$ cat src/rtl/sram_pkg.sv
// Shared SRAM map constants and pixel-fetch types.
package sram_pkg;

  localparam int SRAM_ADDR_COUNT   = 20;
  localparam int SRAM_DATA_WIDTH   = 16;
  localparam int PIXEL_WIDTH_WIDTH = 4;
  localparam int PIXELS_PER_ADDR   = 4;
  localparam int REQ_WORDS_WIDTH   = 19;

  localparam logic [SRAM_ADDR_COUNT-1:0] PLAYER1_ADDR_START = 20'h4E200;
  localparam int                         PLAYER1_ADDR_COUNT = 400;

  typedef enum logic [1:0] {
    FETCH_IDLE,
    FETCH_RUN,
    FETCH_DRAIN,
    FETCH_FLUSH
  } fetch_state_t;

  // Index 0 selects the most significant nibble.
  function automatic logic [PIXEL_WIDTH_WIDTH-1:0] pixel_select(
    input logic [SRAM_DATA_WIDTH-1:0] word,
    input logic [1:0]                 idx
  );
    logic [SRAM_DATA_WIDTH-1:0] shifted;
    shifted = word << {idx, 2'b00};
    return shifted[SRAM_DATA_WIDTH-1 -: PIXEL_WIDTH_WIDTH];
  endfunction

endpackage

$ cat src/rtl/sram_word_fifo.sv
// Small synchronous word FIFO with occupancy count and synchronous clear.
module sram_word_fifo #(
  parameter int DEPTH = 4,
  parameter int WIDTH = 16
) (
  input  logic                     clk,
  input  logic                     rst,
  input  logic                     clear,
  input  logic                     push,
  input  logic [WIDTH-1:0]         din,
  input  logic                     pop,
  output logic [WIDTH-1:0]         dout,
  output logic [$clog2(DEPTH):0]   count,
  output logic                     empty
);

  localparam int PTR_W = $clog2(DEPTH);
  localparam int CNT_W = PTR_W + 1;

  logic [WIDTH-1:0] mem [DEPTH];
  logic [PTR_W-1:0] wr_ptr;
  logic [PTR_W-1:0] rd_ptr;

  assign empty = (count == '0);
  assign dout  = mem[rd_ptr];

  always_ff @(posedge clk or posedge rst) begin
    if (rst) begin
      wr_ptr <= '0;
      rd_ptr <= '0;
      count  <= '0;
    end else if (clear) begin
      wr_ptr <= '0;
      rd_ptr <= '0;
      count  <= '0;
    end else begin
      if (push) wr_ptr <= wr_ptr + 1'b1;
      if (pop)  rd_ptr <= rd_ptr + 1'b1;
      count <= count + CNT_W'(push) - CNT_W'(pop);
    end
  end

  always_ff @(posedge clk) begin
    if (push && !clear) mem[wr_ptr] <= din;
  end

  // The caller's credit check must keep these from ever firing.
  a_no_overflow: assert property (@(posedge clk) disable iff (rst)
    (push && !clear) |-> (pop || (count < CNT_W'(DEPTH))));
  a_no_underflow: assert property (@(posedge clk) disable iff (rst)
    (pop && !clear) |-> !empty);

endmodule

$ cat src/rtl/sram_pixel_fetch.sv
// Streams a run of SRAM words out as 4-bit pixels, MSB nibble first.
// Define SRAM_FETCH_ABORT_EN to add the i_abort input and the FLUSH state.
module sram_pixel_fetch
  import sram_pkg::*;
#(
  parameter int FIFO_DEPTH = 4,
  parameter int SRAM_LAT   = 1
) (
  input  logic                         i_clk,
  input  logic                         i_rst,
  input  logic                         i_req_valid,
  output logic                         o_req_ready,
  input  logic [SRAM_ADDR_COUNT-1:0]   i_req_base,
  input  logic [REQ_WORDS_WIDTH-1:0]   i_req_words,
  output logic                         o_sram_rd,
  output logic [SRAM_ADDR_COUNT-1:0]   o_sram_addr,
  input  logic [SRAM_DATA_WIDTH-1:0]   i_sram_dq,
  output logic                         o_pix_valid,
  input  logic                         i_pix_ready,
  output logic [PIXEL_WIDTH_WIDTH-1:0] o_pix,
  output logic                         o_pix_last,
  output logic                         o_busy
`ifdef SRAM_FETCH_ABORT_EN
  ,
  input  logic                         i_abort
`endif
);

  localparam int CNT_W = $clog2(FIFO_DEPTH) + 1;
  localparam logic [1:0] LAST_IDX = 2'(PIXELS_PER_ADDR - 1);

  fetch_state_t                 state_q, state_d;
  logic [SRAM_ADDR_COUNT-1:0]   addr_q;
  logic [REQ_WORDS_WIDTH-1:0]   remain_q;
  logic [REQ_WORDS_WIDTH-1:0]   words_left_q;
  logic [CNT_W-1:0]             outstanding_q;
  logic [CNT_W-1:0]             fifo_count;
  logic [SRAM_LAT-1:0]          inflight_q;
  logic                         zero_req_q;
  logic [SRAM_DATA_WIDTH-1:0]   word_q;
  logic [SRAM_DATA_WIDTH-1:0]   fifo_dout;
  logic                         word_valid_q;
  logic                         word_last_q;
  logic [1:0]                   idx_q;
  logic                         fifo_empty;
  logic                         fifo_push, fifo_pop;
  logic                         req_fire, pix_fire, ret, keep_ret, take_word;
  logic                         credit, abort_now;

`ifdef SRAM_FETCH_ABORT_EN
  assign abort_now = i_abort && (state_q == FETCH_RUN || state_q == FETCH_DRAIN);
`else
  assign abort_now = 1'b0;
`endif

  // Words in the FIFO plus reads still in flight must fit in the FIFO.
  assign credit = ({1'b0, fifo_count} + {1'b0, outstanding_q}) < (CNT_W + 1)'(FIFO_DEPTH);

  assign o_req_ready = (state_q == FETCH_IDLE) && !zero_req_q;
  assign o_busy      = (state_q != FETCH_IDLE);
  assign o_sram_rd   = (state_q == FETCH_RUN) && credit && !abort_now;
  assign o_sram_addr = addr_q;
  assign o_pix_valid = word_valid_q;
  assign o_pix       = pixel_select(word_q, idx_q);
  assign o_pix_last  = word_valid_q && word_last_q && (idx_q == LAST_IDX);

  assign req_fire  = i_req_valid && o_req_ready;
  assign pix_fire  = word_valid_q && i_pix_ready;
  assign ret       = inflight_q[SRAM_LAT-1];
  assign keep_ret  = ret && (state_q != FETCH_FLUSH) && !abort_now;
  assign take_word = !word_valid_q || (pix_fire && idx_q == LAST_IDX);
  assign fifo_pop  = take_word && !fifo_empty && !abort_now;
  // A returning word bypasses an empty FIFO straight into the unpacker.
  assign fifo_push = keep_ret && !(take_word && fifo_empty);

  sram_word_fifo #(
    .DEPTH (FIFO_DEPTH),
    .WIDTH (SRAM_DATA_WIDTH)
  ) u_fifo (
    .clk   (i_clk),
    .rst   (i_rst),
    .clear (abort_now),
    .push  (fifo_push),
    .din   (i_sram_dq),
    .pop   (fifo_pop),
    .dout  (fifo_dout),
    .count (fifo_count),
    .empty (fifo_empty)
  );

  always_comb begin
    state_d = state_q;
    case (state_q)
      FETCH_IDLE:  if (req_fire && i_req_words != '0) state_d = FETCH_RUN;
      FETCH_RUN: begin
        if (abort_now) state_d = FETCH_FLUSH;
        else if (o_sram_rd && remain_q == REQ_WORDS_WIDTH'(1)) state_d = FETCH_DRAIN;
      end
      FETCH_DRAIN: begin
        if (abort_now) state_d = FETCH_FLUSH;
        else if (pix_fire && o_pix_last) state_d = FETCH_IDLE;
      end
`ifdef SRAM_FETCH_ABORT_EN
      FETCH_FLUSH: if (outstanding_q == '0) state_d = FETCH_IDLE;
`endif
      default:     state_d = FETCH_IDLE;
    endcase
  end

  always_ff @(posedge i_clk or posedge i_rst) begin
    if (i_rst) begin
      state_q       <= FETCH_IDLE;
      addr_q        <= '0;
      remain_q      <= '0;
      words_left_q  <= '0;
      outstanding_q <= '0;
      inflight_q    <= '0;
      zero_req_q    <= 1'b0;
      word_q        <= '0;
      word_valid_q  <= 1'b0;
      word_last_q   <= 1'b0;
      idx_q         <= '0;
    end else begin
      state_q       <= state_d;
      zero_req_q    <= req_fire && (i_req_words == '0);
      inflight_q    <= SRAM_LAT'({inflight_q, o_sram_rd});
      outstanding_q <= outstanding_q + CNT_W'(o_sram_rd) - CNT_W'(ret);

      if (req_fire) begin
        addr_q       <= i_req_base;
        remain_q     <= i_req_words;
        words_left_q <= i_req_words;
      end else if (o_sram_rd) begin
        addr_q   <= addr_q + 1'b1;
        remain_q <= remain_q - 1'b1;
      end

      if (abort_now) begin
        word_valid_q <= 1'b0;
        word_last_q  <= 1'b0;
        idx_q        <= '0;
      end else if (take_word) begin
        idx_q <= '0;
        if (!fifo_empty || keep_ret) begin
          word_q       <= fifo_empty ? i_sram_dq : fifo_dout;
          word_valid_q <= 1'b1;
          word_last_q  <= (words_left_q == REQ_WORDS_WIDTH'(1));
          words_left_q <= words_left_q - 1'b1;
        end else begin
          word_valid_q <= 1'b0;
        end
      end else if (pix_fire) begin
        idx_q <= idx_q + 1'b1;
      end
    end
  end

endmodule

$ cat config.mk
export PLATFORM = sky130hd
export DESIGN_NAME = sram_pixel_fetch
export DESIGN_NICKNAME = d
export VERILOG_FILES = /design/src/rtl/sram_pkg.sv /design/src/rtl/sram_word_fifo.sv /design/src/rtl/sram_pixel_fetch.sv
export SDC_FILE = /design/constraint.sdc
export NUM_CORES = 1
export LEC_CHECK = 0
export CAP_MARGIN = 0
export CORE_MARGIN = 10
export CORE_UTILIZATION = 30
export CTS_BUF_LIST = sky130_fd_sc_hd__clkbuf_2
export DETAILED_ROUTE_END_ITERATION = 12
export PLACE_DENSITY = 0.58
export SLEW_MARGIN = 30
export SYNTH_ARGS = -nofsm -noshare
export SYNTH_HDL_FRONTEND = slang
export SYNTH_HIERARCHICAL = 1
export SYNTH_SLANG_ARGS = --single-unit
$ cat constraint.sdc
create_clock -name i_clk -period 8.1 [get_ports i_clk]
set_clock_uncertainty 0.1 [all_clocks]
set_input_delay 1.62 -clock i_clk [delete_from_list [all_inputs] [get_ports i_clk]]
set_output_delay 1.62 -clock i_clk [all_outputs]
set_load 0.03 [all_outputs]
## Yosys cells after proc, flatten, opt, wreduce, memory -nomap -nowiden

Memories as Yosys holds them, arrays and structs flattened.
Cells that the tools add are included.

| word-level totals | value |
|---|---|
| memory bits (writable) | 64 |
| input bits | 59 |
| memories kept | 1 |
| word-level logic and storage cells | 84 |
| output and inout bits | 29 |
| bits in registers | 92 |

| cells by class | value |
|---|---|
| muxes and demuxes | 17 |
| reduce and logical (&&, ||, !) cells | 30 |
| $add $sub $neg | 11 |
| magnitude comparators | 1 |
| eq/ne operators | 9 |
| shift operators | 1 |

Memory list:

| name | words | bits a word | read ports | clocked after Yosys merged registers in | write ports | line | text |
|---|---|---|---|---|---|---|---|
| u_fifo.mem | 4 | 16 | 1 | 0 | 1 | sram_word_fifo.sv:20 | `logic [WIDTH-1:0] mem [DEPTH];` |

Operators by type and width:

| operator | number |
|---|---|
| $mux W19 | 5 |
| $mux W20 | 2 |
| $eq A19 B1 Y1 const B | 2 |
| $sub A19 B1 Y19 const B | 2 |
| $add A20 B1 Y20 const B | 1 |
| $logic_not A19 Y1 | 1 |
| $reduce_bool A19 Y1 | 1 |
| $mux W16 | 1 |
| $shl A16 B4 Y16 | 1 |
| $logic_and A1 B1 Y1 | 15 |
| $mux W2 | 5 |
| $add A2 B1 Y2 const B | 3 |
| $add A3 B1 Y3 | 2 |
| $pmux W2 S3 | 1 |
| $reduce_bool A2 Y1 | 3 |
| $sub A3 B1 Y3 | 2 |
| $add A3 B3 Y4 | 1 |
| $eq A2 B2 Y1 const B | 2 |
| $logic_not A1 Y1 | 4 |
| $lt A4 B3 Y1 const B | 1 |
| $ne A2 B1 Y1 const B | 2 |
| $ne A2 B2 Y1 const B | 2 |
| $logic_not A3 Y1 | 1 |
| $mux W1 | 3 |
| 5 further kinds | 6 |

## Longest topological paths before layout

| depth | value |
|---|---|
| depth in word-level cells | 8 |
| gate-level depth with buffers | 11 |

## Cells and area by module

The synthesis kept the hierarchy.

By module, submodules not included:

| module | area an instance (sq um) | times used | sequential area each (sq um) | cells each |
|---|---|---|---|---|
| sram_pixel_fetch | 4829.6 | 1 | 2127.0 | 534 |
| sram_word_fifo | 2783.9 | 1 | 2097.0 | 123 |

## Worst setup path after synthesis

Ideal clock, no wire load.

| timing path | value |
|---|---|
| path kind | register to output |
| from | register outstanding_q[2] |
| to | output o_sram_rd |
| arrival | 1.813 ns |
| cell stages (with the launch flop) | 8 |
| path buffers | 3 |
| setup slack | 4.567 ns |
| cells stage by stage | dfrtp_1 > ha_1 > or3_1 > a311o_1 > buf_6 > inv_2 > buf_2 > buf_6 |

| on the way | value |
|---|---|
| cells in the longest elaborated chain, start to end | 3 |

Ends and longest elaborated chain:

| element | line | text |
|---|---|---|
| start, declared | sram_pixel_fetch.sv:36 | `logic [CNT_W-1:0] outstanding_q;` |
| start signal, assigned | sram_pixel_fetch.sv:127 | `outstanding_q <= outstanding_q + CNT_W'(o_sram_rd) - CNT_W'(ret);` |
| $add A3 B3 Y4 | sram_pixel_fetch.sv:57 | `assign credit = ({1'b0, fifo_count} + {1'b0, outstanding_q}) < (CNT_W + 1)'(FIFO_DEPTH);` |
| $lt A4 B3 Y1 | sram_pixel_fetch.sv:57 |  |
| $logic_and A1 B1 Y1 | sram_pixel_fetch.sv:61 | `assign o_sram_rd = (state_q == FETCH_RUN) && credit && !abort_now;` |
| end, declared | sram_pixel_fetch.sv:15 | `output logic o_sram_rd,` |

Every way passes these cells.

## Final worst setup path

| timing path | value |
|---|---|
| from | register u_fifo.count[2] |
| to | output o_sram_rd |

| on the way | value |
|---|---|
| cells in the longest elaborated chain, start to end | 3 |

Ends and longest elaborated chain:

| element | line | text |
|---|---|---|
| start, declared | sram_word_fifo.sv:13 | `output logic [$clog2(DEPTH):0] count,` |
| start signal, assigned | sram_word_fifo.sv:39 | `count <= count + CNT_W'(push) - CNT_W'(pop);` |
| $add A3 B3 Y4 | sram_pixel_fetch.sv:57 |  |
| $lt A4 B3 Y1 | sram_pixel_fetch.sv:57 |  |
| $logic_and A1 B1 Y1 | sram_pixel_fetch.sv:61 |  |

Every way passes these cells.

==> impl_results.md <==
- Die ar.: 0.0322 mm²
- Largest area contributor in the netlist: dfrtp_1
- MaxCap Viol Count: 0
- Commonest cells post-synth: dfrtp_1, nand2_1, edfxtp_1
- Synth area leaders: dfrtp_1, edfxtp_1, nand2_1
- Total CTS buffers: 17
- CTS clk-pin slew, worst paths: 0.24 ns
- Worst setup EP type: primary output
- Antenna Cells: 0
- Tot GR Track Use: 0.119
- Setup bufs post-CTS: 0
- DRT Pass-1 Iters: 5
- Vias per inst: 5.03
- Routability Congestion: 0.816
- Final period util: 0.655
- # rows: 58
- I/O pins: 88
- Reg-to-reg endpoint: outstanding_q[2]
- Clk sinks: 156
- Worst hold path depth: 2
- Total wire length: 19,000 µm
- Drt drc: 0
- Vias post-DR: 5,465
- Synth Area per Inst: 11.6 µm²
- Slew headroom: 0.372
- Predominant post-synthesis flop cell: dfrtp_1
- Share of the synthesized area in the top cell type: 0.302
- Post-Syn Area: 0.00761 mm²
- Gate Count Post-Synth: 657
- CP startpoint kind: flop
- Worst skew pair latency: 0.74 ns
- Setup slack, reg-to-reg: 5.06 ns
- TNS Setup: 0 ns
- Final Hold Vio Count: 0
- NetSw: 1.16 mW
- Synth Register Bits: 156
- Synth cell types: 63
- H-tree levels: 4
- RSZ-0062 raised after global routing: no
- Bufs on Longest Clock Path: 2
- Most frequent cell after synthesis: dfrtp_1
- Area Overhead vs Synth: 18.9%
- Min-Delay Path Class: reg2reg
- Fin crit period: 5.30 ns
- Placed cell count: 1,055
- P_int: 1.58 mW
- Count of final max-slew check failures: 0
- Largest net degree at the start of global routing: 57
- # setup viols final: 0
- Port Buf Inserts: 87
- Layout cells sized above 1: 0.0911
- Die H: 179 µm
- Worst r2r path cells: 9
- Vias in the first global route: 5,403
- Core outline area: 0.0251 mm²
- FMAX: 189 MHz
- Starting density of the core: 0.303
- Antenna violations before repair: 0
- Outcome: finished, final reports clean
- Critical path arrival: 3.58 ns
- P_leak: 3.36 nW
- Setup Crit Path Kind: reg2out
- CP Data Required Time: 6.38 ns
- Measured slew at the worst slew-check pin: 0.942 ns
- Non-Filler Instances: 1,087
- Combinational Power Share: 0.413
- First-pass GRT wire length: 29,900 µm
- Post-DP HPWL: 13,100 µm
- Die X-Extent: 179 µm
- Sw Ratio: 0.423
- Reg-to-Reg Start: u_fifo/count[2]
- Register share of total power: 0.419
- Hold path start: word_q[11]
- Pwr per Cell Area: 302 mW/mm²
- Layout Nets: 821
- Post-CTS Resized: 0
- Clock power share: 0.167
- Peak supply drop: 0.200 mV
- Hold_buf cts: 0
- Clock root buffer: clkbuf_2
- Async S/R FF share, synth: 0.590
- YS warnings: 6
- Seq/Total Area, Yosys: 0.555
- Overflow left after global routing: 0
- Post-synth EDFFs: 64
- Wirelength per Cell: 17.5 µm
- 1st-iter DRT viols: 435
- CP Max Fanout: 45
- Hold Crit Endpoint: word_q[11]
- CTS tree: yes
- Antenna Nets Post-Route: 0
how the worst max path moves through the flow:
stage | endpoint | slack [ns] | start
CTS | o_sram_rd | 2.72 | u_fifo/count[2]
finish | o_sram_rd | 2.80 | u_fifo/count[2]
global route | o_sram_rd | 2.57 | u_fifo/count[2]
floorplan | idx_q[0] | 4.19 | i_rst
global placement | o_sram_rd | 3.63 | u_fifo/count[2]
detailed placement | o_sram_rd | 3.60 | u_fifo/count[2]
through the flow:
| stage | hold WS (ns) | power, mW | setup slack (ns) | util | cell area, µm² |
|---|---|---|---|---|---|
| global placement | 0.358 | 2.29 | 3.63 | 0.350 | 8790 |
| global route | 0.456 | 2.96 | 2.57 | 0.360 | 9050 |
| finish | 0.417 | 2.74 | 2.80 | 0.360 | 9050 |
| CTS | 0.414 | 2.77 | 2.72 | 0.360 | 9050 |
| detailed placement | 0.368 | 2.31 | 3.60 | 0.350 | 8790 |
| floorplan | 0.336 | 1.99 | 4.19 | - | 7640 |
cell families (layout without fill, tap and decap cells):
family,count (synthesis),after routing,share of synthesized area
simple gates,231,231,0.150
fa+ha+maj,18,18,0.0316
compound gates,144,144,0.122
flops,156,156,0.555
buf+inv,56,149,0.0368
mux,38,38,0.0873
other cells,1,8,0.000493
xor+xnor,13,13,0.0168
power by group through the flow:
stage          Clock, mW  Sequential, mW  Combinational, mW
2_1_floorplan          0            1.13              0.862
3_3_place_gp           0            1.16               1.13
3_5_place_dp           0            1.17               1.14
4_1_cts            0.474            1.15               1.14
5_1_grt            0.512            1.17               1.27
6_report           0.458            1.15               1.13
sequential cells by signal, indices dropped and copies added (netlist names), 2 cells and up:
signal         count
u_fifo/wr_ptr      2
outstanding_q      3
u_fifo/count       3
words_left_q      19
idx_q              2
o_sram_addr       20
remain_q          19
word_q            16
u_fifo/mem        64
state_q            2
u_fifo/rd_ptr      2
layout by cell type, fill, tap and decap left out, types with 18 or more instances in the layout:
cell type	Yosys	final
dfrtp_1	92	91
nand3_1	28	28
a21oi_1	29	29
inv_1	23	22
nor2_1	38	37
o21ai_0	46	46
edfxtp_1	64	64
mux2i_1	18	18
nand2_1	79	79
clkdlybuf4s50_1	0	87
critical path, stage by stage (launching register included):
cell	delay, ns
dfrtp_1	0.47
ha_1	0.28
or3_1	0.34
a311o_1	0.28
buf_4	0.27
inv_2	0.42
clkdlybuf4s50_1	0.78
per-layer routing:
metal | vias to the layer above | global-route usage | wire [µm] | part of all wire
met5 | - | 0 | 0 | 0
met4 | 0 | 0.0253 | 170 | 0.0090
met3 | 17 | 0.0339 | 1260 | 0.067
met2 | 153 | 0.187 | 8710 | 0.46
met1 | 2641 | 0.159 | 8840 | 0.47
li1 | 2654 | - | - | -
layout make-up:
cell class / count / area [µm²]
clock buffers: 17 / 85.1
multi-input cells: 452 / 3150
repair buffers: 93 / 916
well taps: 330 / 413
fillers: 2554 / 16100
flip-flops and latches: 156 / 4230
inverters: 24 / 91.3
clock inverters: 15 / 166
Power figures use the tool's default switching activity.
